File: src/rtl/cipher_pkg.sv
// Shared types and bit-manipulation helpers for the Feistel cipher engine.
// Helpers work on a 64-bit container with an explicit active width w (w <= 64).
package cipher_pkg;

    typedef enum logic [1:0] {
        IDLE  = 2'd0,
        ROUND = 2'd1,
        DONE  = 2'd2
    } state_t;

    // Rotate the low w bits of v left by n (mod w); bits above w return as zero.
    function automatic logic [63:0] rotl(input logic [63:0] v, input int unsigned w,
                                         input int unsigned n);
        logic [63:0] mask;
        logic [63:0] vm;
        int unsigned s;
        mask = (w >= 64) ? '1 : ((64'd1 << w) - 64'd1);
        vm   = v & mask;
        s    = n % w;
        if (s == 0) begin
            return vm;
        end
        return ((vm << s) | (vm >> (w - s))) & mask;
    endfunction

    // Reverse the order of the low w bits of v; bits above w return as zero.
    function automatic logic [63:0] bitrev(input logic [63:0] v, input int unsigned w);
        logic [63:0] o;
        o = '0;
        for (int unsigned i = 0; i < 64; i++) begin
            if (i < w) begin
                o = o | (((v >> i) & 64'd1) << (w - 1 - i));
            end
        end
        return o;
    endfunction

endpackage

File: src/rtl/feistel_cipher_core_if.sv
// Block-level handshake bundle for the Feistel cipher engine: input side
// (in_valid/in_ready, din, key) and output side (out_valid/out_ready, dout, busy).
interface feistel_cipher_core_if #(
    parameter int unsigned HW = 4
);
    logic              in_valid;
    logic              in_ready;
    logic [2*HW-1:0]   din;
    logic [2*HW-1:0]   key;
    logic              out_valid;
    logic              out_ready;
    logic [2*HW-1:0]   dout;
    logic              busy;

    modport master (
        output in_valid, din, key, out_ready,
        input  in_ready, out_valid, dout, busy
    );

    modport slave (
        input  in_valid, din, key, out_ready,
        output in_ready, out_valid, dout, busy
    );
endinterface

File: src/rtl/cipher_round.sv
// One combinational Feistel round: F(R,k) folded with a carry-select add, then L/R swap.
// E = {bitrev(R), rotl(R,1)}, X = E ^ k, S = X_hi + X_lo + k[0] (mod 2^HW).
// Requires 2 <= HW <= 32.
module cipher_round
    import cipher_pkg::*;
#(
    parameter int unsigned HW = 4
) (
    input  logic [HW-1:0]   l,
    input  logic [HW-1:0]   r,
    input  logic [2*HW-1:0] rk,
    output logic [HW-1:0]   l_next,
    output logic [HW-1:0]   r_next
);
    localparam int unsigned LO  = HW / 2;
    localparam int unsigned HI  = HW - LO;
    localparam int unsigned LOC = LO + 1;

    logic [2*HW-1:0] e;
    logic [2*HW-1:0] x;
    logic [HW-1:0]   xa;
    logic [HW-1:0]   xb;
    logic [LO:0]     sum_lo;
    logic [HI-1:0]   hi0;
    logic [HI-1:0]   hi1;
    logic [HW-1:0]   s;

    // Round function: expand, key-mix, carry-select fold, swap halves.
    always_comb begin
        e      = {HW'(bitrev(64'(r), HW)), HW'(rotl(64'(r), HW, 1))};
        x      = e ^ rk;
        xa     = x[2*HW-1:HW];
        xb     = x[HW-1:0];
        sum_lo = {1'b0, xa[LO-1:0]} + {1'b0, xb[LO-1:0]} + LOC'(rk[0]);
        hi0    = xa[HW-1:LO] + xb[HW-1:LO];
        hi1    = xa[HW-1:LO] + xb[HW-1:LO] + HI'(1);
        s      = {(sum_lo[LO] ? hi1 : hi0), sum_lo[LO-1:0]};
        l_next = r;
        r_next = l ^ s;
    end
endmodule

File: src/rtl/feistel_cipher_core.sv
// Iterative Feistel cipher engine: ROUNDS rounds, one per cycle, valid/ready on both sides.
// Round i uses key rotated left by i; output is {R,L} to undo the final swap.
// Optional feature macro: CIPHER_DECRYPT_EN adds a 'decrypt' input, sampled at accept,
// which reverses the round-key order so the same datapath recovers plaintext.
module feistel_cipher_core
    import cipher_pkg::*;
#(
    parameter int unsigned HW     = 4,
    parameter int unsigned ROUNDS = 4
) (
    input  logic                 clock,
    input  logic                 reset,
`ifdef CIPHER_DECRYPT_EN
    input  logic                 decrypt,
`endif
    feistel_cipher_core_if.slave bus
);
    localparam int unsigned DW = 2 * HW;
    localparam int unsigned CW = (ROUNDS > 1) ? $clog2(ROUNDS) : 1;

    state_t          state_q;
    state_t          state_d;
    logic [HW-1:0]   l_q;
    logic [HW-1:0]   r_q;
    logic [HW-1:0]   l_nx;
    logic [HW-1:0]   r_nx;
    logic [DW-1:0]   key_q;
    logic [DW-1:0]   rk;
    logic [CW-1:0]   cnt_q;
    logic [CW-1:0]   kidx;
    logic            accept;
    logic            last_round;
`ifdef CIPHER_DECRYPT_EN
    logic            dec_q;
`endif

    assign accept     = (state_q == IDLE) && bus.in_valid;
    assign last_round = (cnt_q == CW'(ROUNDS - 1));
    assign bus.dout   = {r_q, l_q};

    // Round key for the current round: rotate the master key by the round index.
    always_comb begin
`ifdef CIPHER_DECRYPT_EN
        kidx = dec_q ? (CW'(ROUNDS - 1) - cnt_q) : cnt_q;
`else
        kidx = cnt_q;
`endif
        rk = DW'(rotl(64'(key_q), DW, 32'(kidx)));
    end

    cipher_round #(.HW(HW)) u_round (
        .l      (l_q),
        .r      (r_q),
        .rk     (rk),
        .l_next (l_nx),
        .r_next (r_nx)
    );

    // FSM state register.
    always_ff @(posedge clock) begin
        if (reset) begin
            state_q <= IDLE;
        end else begin
            state_q <= state_d;
        end
    end

    // Next-state and handshake outputs.
    always_comb begin
        state_d       = state_q;
        bus.in_ready  = 1'b0;
        bus.out_valid = 1'b0;
        bus.busy      = 1'b0;
        unique case (state_q)
            IDLE: begin
                bus.in_ready = 1'b1;
                if (bus.in_valid) begin
                    state_d = ROUND;
                end
            end
            ROUND: begin
                bus.busy = 1'b1;
                if (last_round) begin
                    state_d = DONE;
                end
            end
            DONE: begin
                bus.busy      = 1'b1;
                bus.out_valid = 1'b1;
                if (bus.out_ready) begin
                    state_d = IDLE;
                end
            end
            default: state_d = IDLE;
        endcase
    end

    // Datapath: load on accept, advance one round per ROUND cycle, hold otherwise.
    always_ff @(posedge clock) begin
        if (reset) begin
            l_q   <= '0;
            r_q   <= '0;
            key_q <= '0;
            cnt_q <= '0;
`ifdef CIPHER_DECRYPT_EN
            dec_q <= 1'b0;
`endif
        end else if (accept) begin
            l_q   <= bus.din[DW-1:HW];
            r_q   <= bus.din[HW-1:0];
            key_q <= bus.key;
            cnt_q <= '0;
`ifdef CIPHER_DECRYPT_EN
            dec_q <= decrypt;
`endif
        end else if (state_q == ROUND) begin
            l_q   <= l_nx;
            r_q   <= r_nx;
            cnt_q <= cnt_q + CW'(1);
        end
    end
endmodule

File: src/flat_wrapper.sv
// flat-port wrapper written by rule: the top's interface ports become plain ports
module feistel_cipher_core_flat import cipher_pkg::*;
#(
    parameter int unsigned HW     = 4,
    parameter int unsigned ROUNDS = 4
)
  (clock, reset, bus_in_valid, bus_din, bus_key, bus_out_ready, bus_in_ready, bus_out_valid, bus_dout, bus_busy);
  feistel_cipher_core_if #(.HW(HW)) bus_i ();
  input  logic clock;
  input  logic reset;
  input wire logic [$bits(bus_i.in_valid)-1:0] bus_in_valid;
  input wire logic [$bits(bus_i.din)-1:0] bus_din;
  input wire logic [$bits(bus_i.key)-1:0] bus_key;
  input wire logic [$bits(bus_i.out_ready)-1:0] bus_out_ready;
  output wire logic [$bits(bus_i.in_ready)-1:0] bus_in_ready;
  output wire logic [$bits(bus_i.out_valid)-1:0] bus_out_valid;
  output wire logic [$bits(bus_i.dout)-1:0] bus_dout;
  output wire logic [$bits(bus_i.busy)-1:0] bus_busy;
  assign bus_i.in_valid = bus_in_valid;
  assign bus_i.din = bus_din;
  assign bus_i.key = bus_key;
  assign bus_i.out_ready = bus_out_ready;
  assign bus_in_ready = bus_i.in_ready;
  assign bus_out_valid = bus_i.out_valid;
  assign bus_dout = bus_i.dout;
  assign bus_busy = bus_i.busy;
  feistel_cipher_core #(.HW(HW), .ROUNDS(ROUNDS)) u_core (.clock(clock), .reset(reset), .bus(bus_i));
endmodule
File: config.mk
export PLATFORM = sky130hd
export DESIGN_NAME = feistel_cipher_core_flat
export DESIGN_NICKNAME = d
export VERILOG_FILES = /design/src/rtl/cipher_pkg.sv /design/src/rtl/feistel_cipher_core_if.sv /design/src/rtl/cipher_round.sv /design/src/rtl/feistel_cipher_core.sv /design/src/flat_wrapper.sv
export SDC_FILE = /design/constraint.sdc
export NUM_CORES = 1
export LEC_CHECK = 0
export ABC_AREA = 1
export BUFFER_PORTS_ARGS = -buffer_cell sky130_fd_sc_hd__buf_2
export CAP_MARGIN = 20
export CORE_UTILIZATION = 56
export CTS_BUF_LIST = sky130_fd_sc_hd__clkbuf_8
export DETAILED_ROUTE_END_ITERATION = 8
export PLACE_DENSITY = 0.82
export SLEW_MARGIN = 30
export SYNTH_ARGS = -nofsm -noshare
export SYNTH_HDL_FRONTEND = slang
export SYNTH_SLANG_ARGS = --single-unit
File: constraint.sdc
create_clock -name clock -period 3.3 [get_ports clock]
set_clock_uncertainty 0.2 [all_clocks]
set_input_delay 0.33 -clock clock [delete_from_list [all_inputs] [get_ports clock]]
set_output_delay 0.33 -clock clock [all_outputs]
set_load 0.02 [all_outputs]
Yosys cells after proc, flatten, opt, wreduce, memory -nomap -nowiden. Cells that the tools add are included.

$add $sub $neg: 6. Equality and inequality tests: 6. Shift operators: 2. Multiplexer cells: 15. Bitwise gates (word level): 7. Reductions and logical operators: 7.

Operators by type and width (number): 32-bit zero test (1); 8-bit by 32-bit >> shifter with 8-bit output (1); 4-bit 2-to-1 mux (4); 8-bit 2-to-1 mux (2); 2-bit 2-to-1 mux (4); 4-bit by 1-bit bitwise OR with 4-bit output (2); 8-bit bitwise OR (1); 8-bit by 2-bit << shifter with 8-bit output (1); 8-bit bitwise XOR (1); 2-bit one-hot mux with 3 select lines (1); 4-bit by 2-bit subtractor with 5-bit output (first input constant) (1); 2-bit by 1-bit adder with 2-bit output (second input constant) (2); 2-bit == test (second input constant) (2); 1-bit 2-to-1 mux (4); 2-bit inequality test (second input constant) (2); 4-bit by 2-bit bitwise OR with 4-bit output (1); 4-bit by 3-bit bitwise OR with 4-bit output (1); 2-bit OR reduction (2); 4-bit bitwise XOR (1); 2-bit by 2-bit adder with 3-bit output (1); 3-bit by 1-bit adder with 3-bit output (1); 3-bit AND reduction (1); 2-bit adder (1); 2-bit by 1-bit == test with 1-bit output (second input constant) (1); other kinds (4) (4).

Flip-flop bits (word level): 20. Input port bits: 20. Output and inout bits: 11. Logic and storage cells: 48.

Longest topological paths before layout. Gate-level depths: netlist of run 1.

Depth after elaboration: 11. Mapped depth: 22. Mapped depth without buffers: 21.

Modules after synthesis. A second synthesis of run 1 with hierarchy kept.

Cells, all modules: 243. Area total of the unflattened synthesis: 1565.3 um^2.

Modules (own cells, without submodules): feistel_cipher_core (instances 1, cells an instance 197, area an instance 1292.5 um^2, sequential area each 400.4 um^2); cipher_round (instances 1, cells an instance 46, area an instance 272.8 um^2, sequential area each 0.0 um^2).

Least setup slack after synthesis of run 1. Ideal clock, no wire load.

Path kind: reg2reg. Start: register u_core.cnt_q[1]. End: register u_core.r_q[3]. Setup time: 0.114 ns. Data arrival time: 2.543 ns. Required time: 2.986 ns. Setup slack: 0.443 ns. Stages on the path, launching flop included: 20. Buffers on the path: 2. Cell sequence: dfxtp_1 -> buf_4 -> inv_1 -> ha_1 -> inv_1 -> buf_2 -> nand4_1 -> o21ai_0 -> xnor2_1 -> fa_1 -> nand2_1 -> nand3_1 -> nand2_1 -> nand3_1 -> nand2_2 -> inv_1 -> nand2_1 -> nand3_1 -> nand2_1 -> a21oi_2.

Word-level cells in the longest chain between the ends: 11.

RTL lines: start: declaration (RTL line feistel_cipher_core.sv:29) `logic [CW-1:0] cnt_q;`; start signal: assignment (RTL line feistel_cipher_core.sv:119) `cnt_q <= cnt_q + CW'(1);`; 4-bit by 2-bit subtractor with 5-bit output (RTL line cipher_pkg.sv:23) `return ((vm << s) | (vm >> (w - s))) & mask;`; 8-bit by 32-bit >> shifter with 8-bit output (RTL line cipher_pkg.sv:23); 8-bit bitwise OR (RTL line cipher_pkg.sv:23); 8-bit 2-to-1 mux (*) (RTL line cipher_pkg.sv:23); 8-bit bitwise XOR (RTL line cipher_round.sv:31) `x = e ^ rk;`; 2-bit by 2-bit adder with 3-bit output or 2-bit adder (tied branches) (RTL line cipher_round.sv:34, cipher_round.sv:35, cipher_round.sv:36); 3-bit by 1-bit adder with 3-bit output or 2-bit by 1-bit adder with 2-bit output (tied branches) (RTL line cipher_round.sv:34, cipher_round.sv:36); 2-bit 2-to-1 mux (*) (RTL line cipher_round.sv:37) `s = {(sum_lo[LO] ? hi1 : hi0), sum_lo[LO-1:0]};`; 4-bit bitwise XOR (*) (RTL line cipher_round.sv:39) `r_next = l ^ s;`; 4-bit 2-to-1 mux (*) (RTL line feistel_cipher_core.sv:116) `end else if (state_q == ROUND) begin`; 4-bit 2-to-1 mux (*) (RTL line feistel_cipher_core.sv:108) `end else if (accept) begin`; end signal: assignment (RTL line feistel_cipher_core.sv:110) `r_q <= bus.din[HW-1:0];`; end signal: assignment (RTL line feistel_cipher_core.sv:118) `r_q <= r_nx;`; end: declaration (RTL line feistel_cipher_core.sv:24) `logic [HW-1:0] r_q;`.

Mark *: on every way between the ends. The rest lies on a longest branch, timed or not. The select of a mux whose other input is x is not followed. A chain may end at the register's enable or synchronous reset.

Worst setup path after layout of run 1. Same ends and word-level chain as after synthesis.

==> impl_results.md, run 1 <==
* Post-CTS resize count at 0
* CTS tree: done
* Clock Tree Buf Depth at 2
* IR drop worst, VDD at 0.000769 V
* Die width at 51.8 um
* Most frequent CP cell: nand2_1
* Final setup fails at 0
* Number of top-level pins at 31
* Antenna diodes at 0
* Pin count of the biggest net entering global routing at 23
* Peak Freq at 339 MHz
* YS warnings at 0
* Switching share of power at 50.7%
* Post-DR vias/cell at 5.38
* Cell area after synthesis at 1390 um2
* # port buffers at 30
* FF+latch area at 400 um2
* Power Density at 1060 nW/um2
* Cts hold-fix bufs at 0
* Endpoint arrival time on the critical path at 2.90 ns
* Layout Cell Area excl Fill at 1600 um2
* Wire length of the first global-routing pass at 5480 um
* Setup slack of the most critical reg-to-reg path at 0.35 ns
* Hold Fails Final Rpt at 0
* Maximum single-stage delay on the critical path at 0.44 ns
* Num CTS Buffers at 3
* Hold Slack at 0.132 ns
* Buffers & Inverters on Critical Path at 5
* Starting density of the core at 61.1%
* Remaining antenna violation count at 0
* Class of the most critical setup path: flip-flop to flip-flop
* Clock slew at the register clock pins of the worst setup and hold paths at 0.07 ns
* Area of the die at 2690 um2
* Sum of routed wire length over all layers at 3320 um
* Clock latency on the worst-skew pair at 0.25 ns
* Cell class contributing the biggest share of worst-path delay: adder cells
* Seq pwr share at 23.5%
* Met2 layer usage reported by global route at 43.2%
* Met3 usage in global routing at 3.51%
* Number of fillers in the final layout at 217
* Hold crit path type: input pin to flip-flop
* Floorplan die height at 51.8 um
* Share of the yosys chip area belonging to registers at 28.8%
* Vias in the first global route at 1205
* Post-layout min period at 2.95 ns
* Final Cycle Share at 89.4%
* Synth cell types at 32
* Initial drt markers at 42
* Crit path required time at 3.25 ns
* Grt ovf at 0
* Number of antenna violations at the first check in global routing at 0
* Post-placement setup slack at 0.375 ns
* Total number of H-tree levels at 1
* Number of sinks driven by the clock tree at 20
* Global Route met1 Usage at 39.1%
* Max transition margin at 74.8%
* Static leakage at 0.751 nW
* RD Place Congestion at 0.960
* Nature of the critical path startpoint: flip-flop
* Detailed-route wire length per cell at 12.6 um
* Synthesized instance count at 208
* Area added between synthesis and finish at 14.7%
* Synth Register Bits at 20
* Master of the slowest instance on the critical path: fa_1
* Setup Total Neg Slack at 0 ns
* Cells along the critical path: inv_1 -> ha_1 -> inv_1 -> nand4_1 -> o21ai_0 -> xnor2_1 -> fa_1 -> nand2_1 -> inv_1 -> nand2_1 -> nand2_1 -> inv_1 -> nand2_1 -> nand2_2 -> inv_1 -> nand2_1 -> nand3_1 -> nand2_1 -> a21oi_2
* Cell Area, Placed at 1550 um2
* Number of buffers inserted to repair setup after CTS at 0
* Pre-antenna DRT Iters at 5
* Average footprint of a synthesized cell at 6.69 um2
* Clk pwr share at 9.0%
* RSZ-0062 raised after global routing: false
* GRT busiest layer: met2
* Post-layout net count at 266
* Kind of end point of the critical path: flip-flop
* Remaining routing DRC violations at 0
* Actual slew at the worst max-slew pin at 0.378 ns
* Sw power at 0.000858 W
* Relative contribution of combinational cells to total power at 67.4%
* Total number of placement rows at 17
* Result of the run: complete, no violations
* Number of violations of the max-capacitance limit at 0
* All-Layer GR Usage at 27.3%
* Layout cell share with drive strength beyond 1 at 19.1%
* Core box area at 2280 um2
* Peak fanout along the critical path at 12
* Internal cell power at 0.000836 W
* Synth Net Count at 236
* Post-layout worst setup margin at 0.351 ns
* Via count at 1420
* Area of the multi-input gates at 845 um2
* HPWL after DPL at 2590 um
* Clock root buffer: clkbuf_8
* Pins over their slew limit at 0
cells in the mapped netlist:
cell,count,area (um2)
nand2_1,49,184
inv_1,27,101
o21ai_0,22,110
a21oi_1,20,100
dfxtp_1,20,400
nand3_1,11,55.1
nor2_1,11,41.3
ha_1,7,87.6
xor2_1,5,43.8
xnor2_1,4,35.0
buf_2,3,15.0
nand2_2,3,18.8
o22ai_1,3,18.8
a21oi_2,2,17.5
clkbuf_1,2,7.51
nand4_1,2,12.5
o21ai_2,2,17.5
a211oi_1,1,7.51
a31oi_1,1,6.26
buf_1,1,3.75
buf_4,1,7.51
buf_6,1,11.3
fa_1,1,20.0
mux2i_1,1,10.0
nand3_2,1,10.0
nor2_2,1,6.26
nor3_1,1,5.00
nor3b_1,1,7.51
o2111ai_1,1,8.76
o21a_1,1,7.51
o21ai_1,1,5.00
o221ai_1,1,8.76
path summary, 6_finish.rpt:
check | to | depth (start not counted) | startpoint
worst min register to register | u_core.l_q[1] | 2 | u_core.r_q[1]
worst max-delay path | u_core.r_q[3] | 19 | u_core.cnt_q[1]
worst max register to register | u_core.r_q[3] | 19 | u_core.cnt_q[1]
worst min-delay path | u_core.r_q[3] | 2 | reset
layout by cell type, fill, tap and decap left out, types with 2 or more instances in the layout:
master    count
nand2_1      49
buf_2        30
inv_1        27
o21ai_0      22
a21oi_1      20
dfxtp_1      20
nand3_1      11
nor2_1       11
ha_1          7
xor2_1        5
xnor2_1       4
nand2_2       3
o22ai_1       3
clkbuf_8      3
buf_4         3
nand4_1       2
o21ai_2       2
a21oi_2       2
layer usage:
layer	wire, um	vias up
li1	-	739
met1	1610	639
met2	1530	40
met3	167	2
met4	16	0
met5	0	-
logic make-up (layout without fill, tap and decap cells):
family / count (synthesis) / after routing / synth area share (%)
multiplexers: 1 / 1 / 0.719
adder cells (fa/ha/maj): 8 / 8 / 7.73
XOR/XNOR: 9 / 9 / 5.67
AND/OR/NAND/NOR: 80 / 80 / 24.5
buffers and inverters: 35 / 63 / 10.5
flip-flops: 20 / 20 / 28.8
AO/OA/AOI/OAI: 55 / 55 / 22.1
stage by stage:
step	util [%]	cells	total power [W]
2_1_floorplan	-	208	0.00129
3_3_place_gp	68.3	261	0.00150
3_5_place_dp	68.3	261	0.00153
4_1_cts	70.1	264	0.00169
5_1_grt	70.1	264	0.00187
6_report	70.1	264	0.00169
worst register-to-register path, cell delays in order (launching register included):
cell and delay, ns:
dfxtp_1 0.32, inv_1 0.20, ha_1 0.32, inv_1 0.23, nand4_1 0.15, o21ai_0 0.11
xnor2_1 0.17, fa_1 0.44, nand2_1 0.10, inv_1 0.06, nand2_1 0.06, nand2_1 0.05
inv_1 0.05, nand2_1 0.06, nand2_2 0.06, inv_1 0.04, nand2_1 0.06, nand3_1 0.06
nand2_1 0.07, a21oi_2 0.04
cell type report:
type	count	area share, %
repair buffers	33	10.8
inverters	27	6.35
clock buffers	3	2.59
multi-input cells	153	52.9
flip-flops and latches	20	25.1
well taps	28	2.20
power by group through the flow:
stage | combinational (W) | sequential (W) | clock [W]
floorplan | 0.000849 | 0.000439 | 0
global placement | 0.00110 | 0.000401 | 0
global route | 0.00129 | 0.000409 | 0.000169
finish | 0.00114 | 0.000399 | 0.000153
detailed placement | 0.00113 | 0.000403 | 0
CTS | 0.00114 | 0.000398 | 0.000156
registers in the layout (all words and copies together), names as in the netlist:
| signal | count |
|---|---|
| u_core.cnt_q | 2 |
| u_core.state_q | 2 |
| u_core.r_q | 4 |
| u_core.key_q | 8 |
| u_core.l_q | 4 |
(Power assumes the default switching activity.)
==> run 2: changes to the inputs <==
Settings changed: ABC_AREA 1 to default.
==> run 2 against run 1 <==
Utilization increased by 1.8 points. Global-route usage increased by 1.2 points. Via count decreased by 7.9%. Non-clock buffer count unchanged. Highest routed layer unchanged. Register-to-register slack got worse by 0.25 ns.
==> impl_results.md, run 2 <==
* Result of the run: complete, no violations
* Flip-flop count of the largest register, all copies and words added at 8 (unchanged)
* Share of the synthesized netlist area taken by xor and xnor gates at 9.75% (+4.1 points)
* Clk pwr share at 24.0% (+15 points)
* Clock root buffer: clkbuf_8
* Number of antenna violations at the first check in global routing at 0 (unchanged)
* Via count at 1308 (-7.9%)
* Hold Fails Final Rpt at 0 (unchanged)
* Area of the die at 2700 um2 (+0.52%)
* Total number of H-tree levels at 1 (unchanged)
* Remaining routing DRC violations at 0 (unchanged)
* Largest cells by area after synthesis: dfxtp_1, mux2i_1, ha_1
* Setup Total Neg Slack at 0 ns (unchanged)
* Area fraction in compound gates after synthesis at 21.6% (-0.48 points)
* Number of enable flip-flop cells after synthesis at 0 (unchanged)
* Pin count of the biggest net entering global routing at 22 (-4.3%)
* Number of buffers inserted to repair setup after CTS at 0 (unchanged)
* Top cell type's share of synthesized area at 28.6% (-0.15 points)
* Area added between synthesis and finish at 17.0%
* IR drop worst, VDD at 0.000435 V (-43%)
* Grt ovf at 0 (unchanged)
* All-Layer GR Usage at 28.5% (+1.2 points)
* Number of sinks driven by the clock tree at 20 (unchanged)
* Number of violations of the max-capacitance limit at 0 (unchanged)
* PnR Total Power at 0.00105 W (-38%)
* Core box area at 2280 um2 (unchanged)
* Final Cycle Share at 97.0% (+7.6 points)
* Synthesized instance count at 164 (-21%)
* Crit path required time at 3.27 ns (+0.02 ns)
* Actual slew at the worst max-slew pin at 0.693 ns (+0.315 ns)
* Starting density of the core at 61.5% (+0.33 points)
* Switching share of power at 37.1% (-14 points)
* Antenna diodes at 0 (unchanged)
* RSZ-0062 raised after global routing: false
* Top FF cell, synth: dfxtp_1
* Pins over their slew limit at 0 (unchanged)
* Average footprint of a synthesized cell at 8.53 um2 (+28%)
* Internal cell power at 0.000658 W (-21%)
* Most common cell after layout, fill and taps aside: buf_2
* Clock Tree Buf Depth at 2 (unchanged)
* Largest registers: u_core.key_q: 8 flops, u_core.l_q: 4 flops, u_core.r_q: 4 flops
* HPWL after DPL at 2320 um (-10%)
* Number of fillers in the final layout at 163 (-25%)
* Endpoint arrival time on the critical path at 3.17 ns (+0.27 ns)
* Largest register by flop count: u_core.key_q
* Num CTS Buffers at 3 (unchanged)
* Relative contribution of combinational cells to total power at 45.0% (-22 points)
* Cts hold-fix bufs at 0 (unchanged)
* Max transition margin at 53.8% (-21 points)
* Initial drt markers at 52 (+24%)
* CTS tree: done
* Share of the yosys chip area belonging to registers at 28.6% (-0.15 points)
* Synth Net Count at 192 (-19%)
* Class of the most critical setup path: flip-flop to flip-flop
* Peak fanout along the critical path at 6 (-6)
* Sum of routed wire length over all layers at 3480 um (+4.6%)
* YS warnings at 0 (unchanged)
* Final setup fails at 0 (unchanged)
* Cell area after synthesis at 1400 um2 (+0.54%)
* Detailed-route wire length per cell at 15.9 um (+27%)
* Remaining antenna violation count at 0 (unchanged)
* Synth Register Bits at 20 (unchanged)
* Ranking of synthesized cells by instance count: dfxtp_1, nand2_1, a21oi_1
* Floorplan die height at 52.0 um (+0.26%)
* Hold crit path type: input pin to flip-flop
* Die width at 52.0 um (+0.26%)
* Biggest area consumer among synthesized cells: dfxtp_1
* Total number of placement rows at 17 (unchanged)
* Ys async rst share at 0% (unchanged)
* Sw power at 0.000388 W (-55%)
* Clock latency on the worst-skew pair at 0.26 ns (about the same)
* Kind of end point of the critical path: flip-flop
* Multiplexer share of the synthesized area at 11.6% (+11 points)
* Vias in the first global route at 1276 (+5.9%)
* Nature of the critical path startpoint: flip-flop
* Highest-count cells in the layout ignoring fill and taps: buf_2, nand2_1, dfxtp_1
* Post-layout min period at 3.20 ns (+0.251 ns)
* Combinational family with the most area after synthesis: compound AO/OA/AOI/OAI gates
* Post-layout net count at 219 (-18%)
* Adder and majority cell fraction of the synthesized area at 7.69% (-0.042 points)
* Simple-gate portion of the synthesized area at 12.5% (-12 points)
* Layout cell share with drive strength beyond 1 at 27.4% (+8.3 points)
* Number of top-level pins at 31 (unchanged)
* Clock slew at the register clock pins of the worst setup and hold paths at 0.08 ns (about the same)
* # port buffers at 30 (unchanged)
* RD Place Congestion at 0.966 (+0.56%)
* Seq pwr share at 31.0% (+7.5 points)
* Synth cell types at 38 (+19%)
* Power Density at 639 nW/um2 (-40%)
* Pre-antenna DRT Iters at 4 (-1)
* Post-DR vias/cell at 6.00 (+12%)
* Wire length of the first global-routing pass at 5690 um (+3.9%)
* Static leakage at 0.658 nW (-12%)
* Peak Freq at 313 MHz (-7.8%)
[run 2: cell types whose count changed after synthesis, sizes merged, moves of 5 or more]
cell | previous run | this run
a211oi | 1 | 8
a21oi | 22 | 17
inv | 27 | 11
mux2i | 1 | 14
nand2 | 52 | 20
nand3 | 12 | 0
o21ai | 25 | 4
xnor2 | 4 | 10
[run 2: final timing paths]
path              startpoint               to  slack (ns)  cells past startpoint
max          u_core.cnt_q[0]    u_core.r_q[3]        0.10                     12
min reg2reg  u_core.key_q[4]  u_core.key_q[4]        0.34                      2
max reg2reg  u_core.cnt_q[0]    u_core.r_q[3]        0.10                     12
min               bus_key[4]  u_core.key_q[4]        0.09                      3
[run 2: per-layer routing]
metal / track usage (%) / up-vias / share of wire, %
met5: 0 / - / 0
met3: 5.85 / 14 / 6.5
li1: - / 624 / -
met1: 36.3 / 606 / 43
met2: 45.7 / 64 / 48
met4: 13.1 / 0 / 2.1
[run 2: what timing repair did]
item	4_1_cts	5_1_grt
endpoints found under the setup margin	0	1
gates resized for setup	0	3
hold endpoints to repair	0	0
[run 2: power by group through the flow]
stage | registers, W | logic, W | clock network [W]
finish | 0.000325 | 0.000470 | 0.000251
global route | 0.000329 | 0.000513 | 0.000262
CTS | 0.000321 | 0.000464 | 0.000254
detailed placement | 0.000326 | 0.000456 | 0
global placement | 0.000322 | 0.000439 | 0
floorplan | 0.000338 | 0.000356 | 0
[run 2: through the flow]
stage | std cells | worst slack (ns) | instance area (um2) | hold WS (ns) | utilization, %
2_1_floorplan | 164 | 0.145 | 1420 | 0.262 | -
3_3_place_gp | 214 | 0.255 | 1550 | 0.298 | 68.1
3_5_place_dp | 214 | 0.113 | 1550 | 0.317 | 68.1
4_1_cts | 218 | 0.0316 | 1620 | 0.0965 | 71.2
5_1_grt | 218 | 0.0181 | 1640 | 0.104 | 71.9
6_report | 218 | 0.100 | 1640 | 0.0916 | 71.9
[run 2: cell families after synthesis]
group,Yosys count
AOI/OAI and AO/OA,44
and+or+nand+nor,40
buffers and inverters,22
DFF,20
muxes,16
xor gates and xnor gates,14
adders and majority gates,8
[run 2: cell type report]
| cell class | instances | area [um2] | area share [%] |
|---|---|---|---|
| Inverter | 11 | 41.3 | 2.52 |
| Clock buffer | 3 | 41.3 | 2.52 |
| Clock inverter | 1 | 30.0 | 1.83 |
| Sequential cell | 20 | 403 | 24.6 |
| Multi-Input combinational cell | 122 | 913 | 55.8 |
| Timing Repair Buffer | 33 | 173 | 10.6 |
| Tap cell | 28 | 35.0 | 2.14 |
[run 2: worst max-delay path, stage by stage, from the launching register on]
cell and delay [ns]:
dfxtp_2 0.34, inv_2 0.06, ha_4 0.30, mux2_2 0.37
o31a_1 0.26, o22ai_2 0.20, xnor2_2 0.11, fa_2 0.36
nand2_1 0.08, xnor3_1 0.22, xor2_1 0.16, xnor2_1 0.14
a221oi_2 0.30
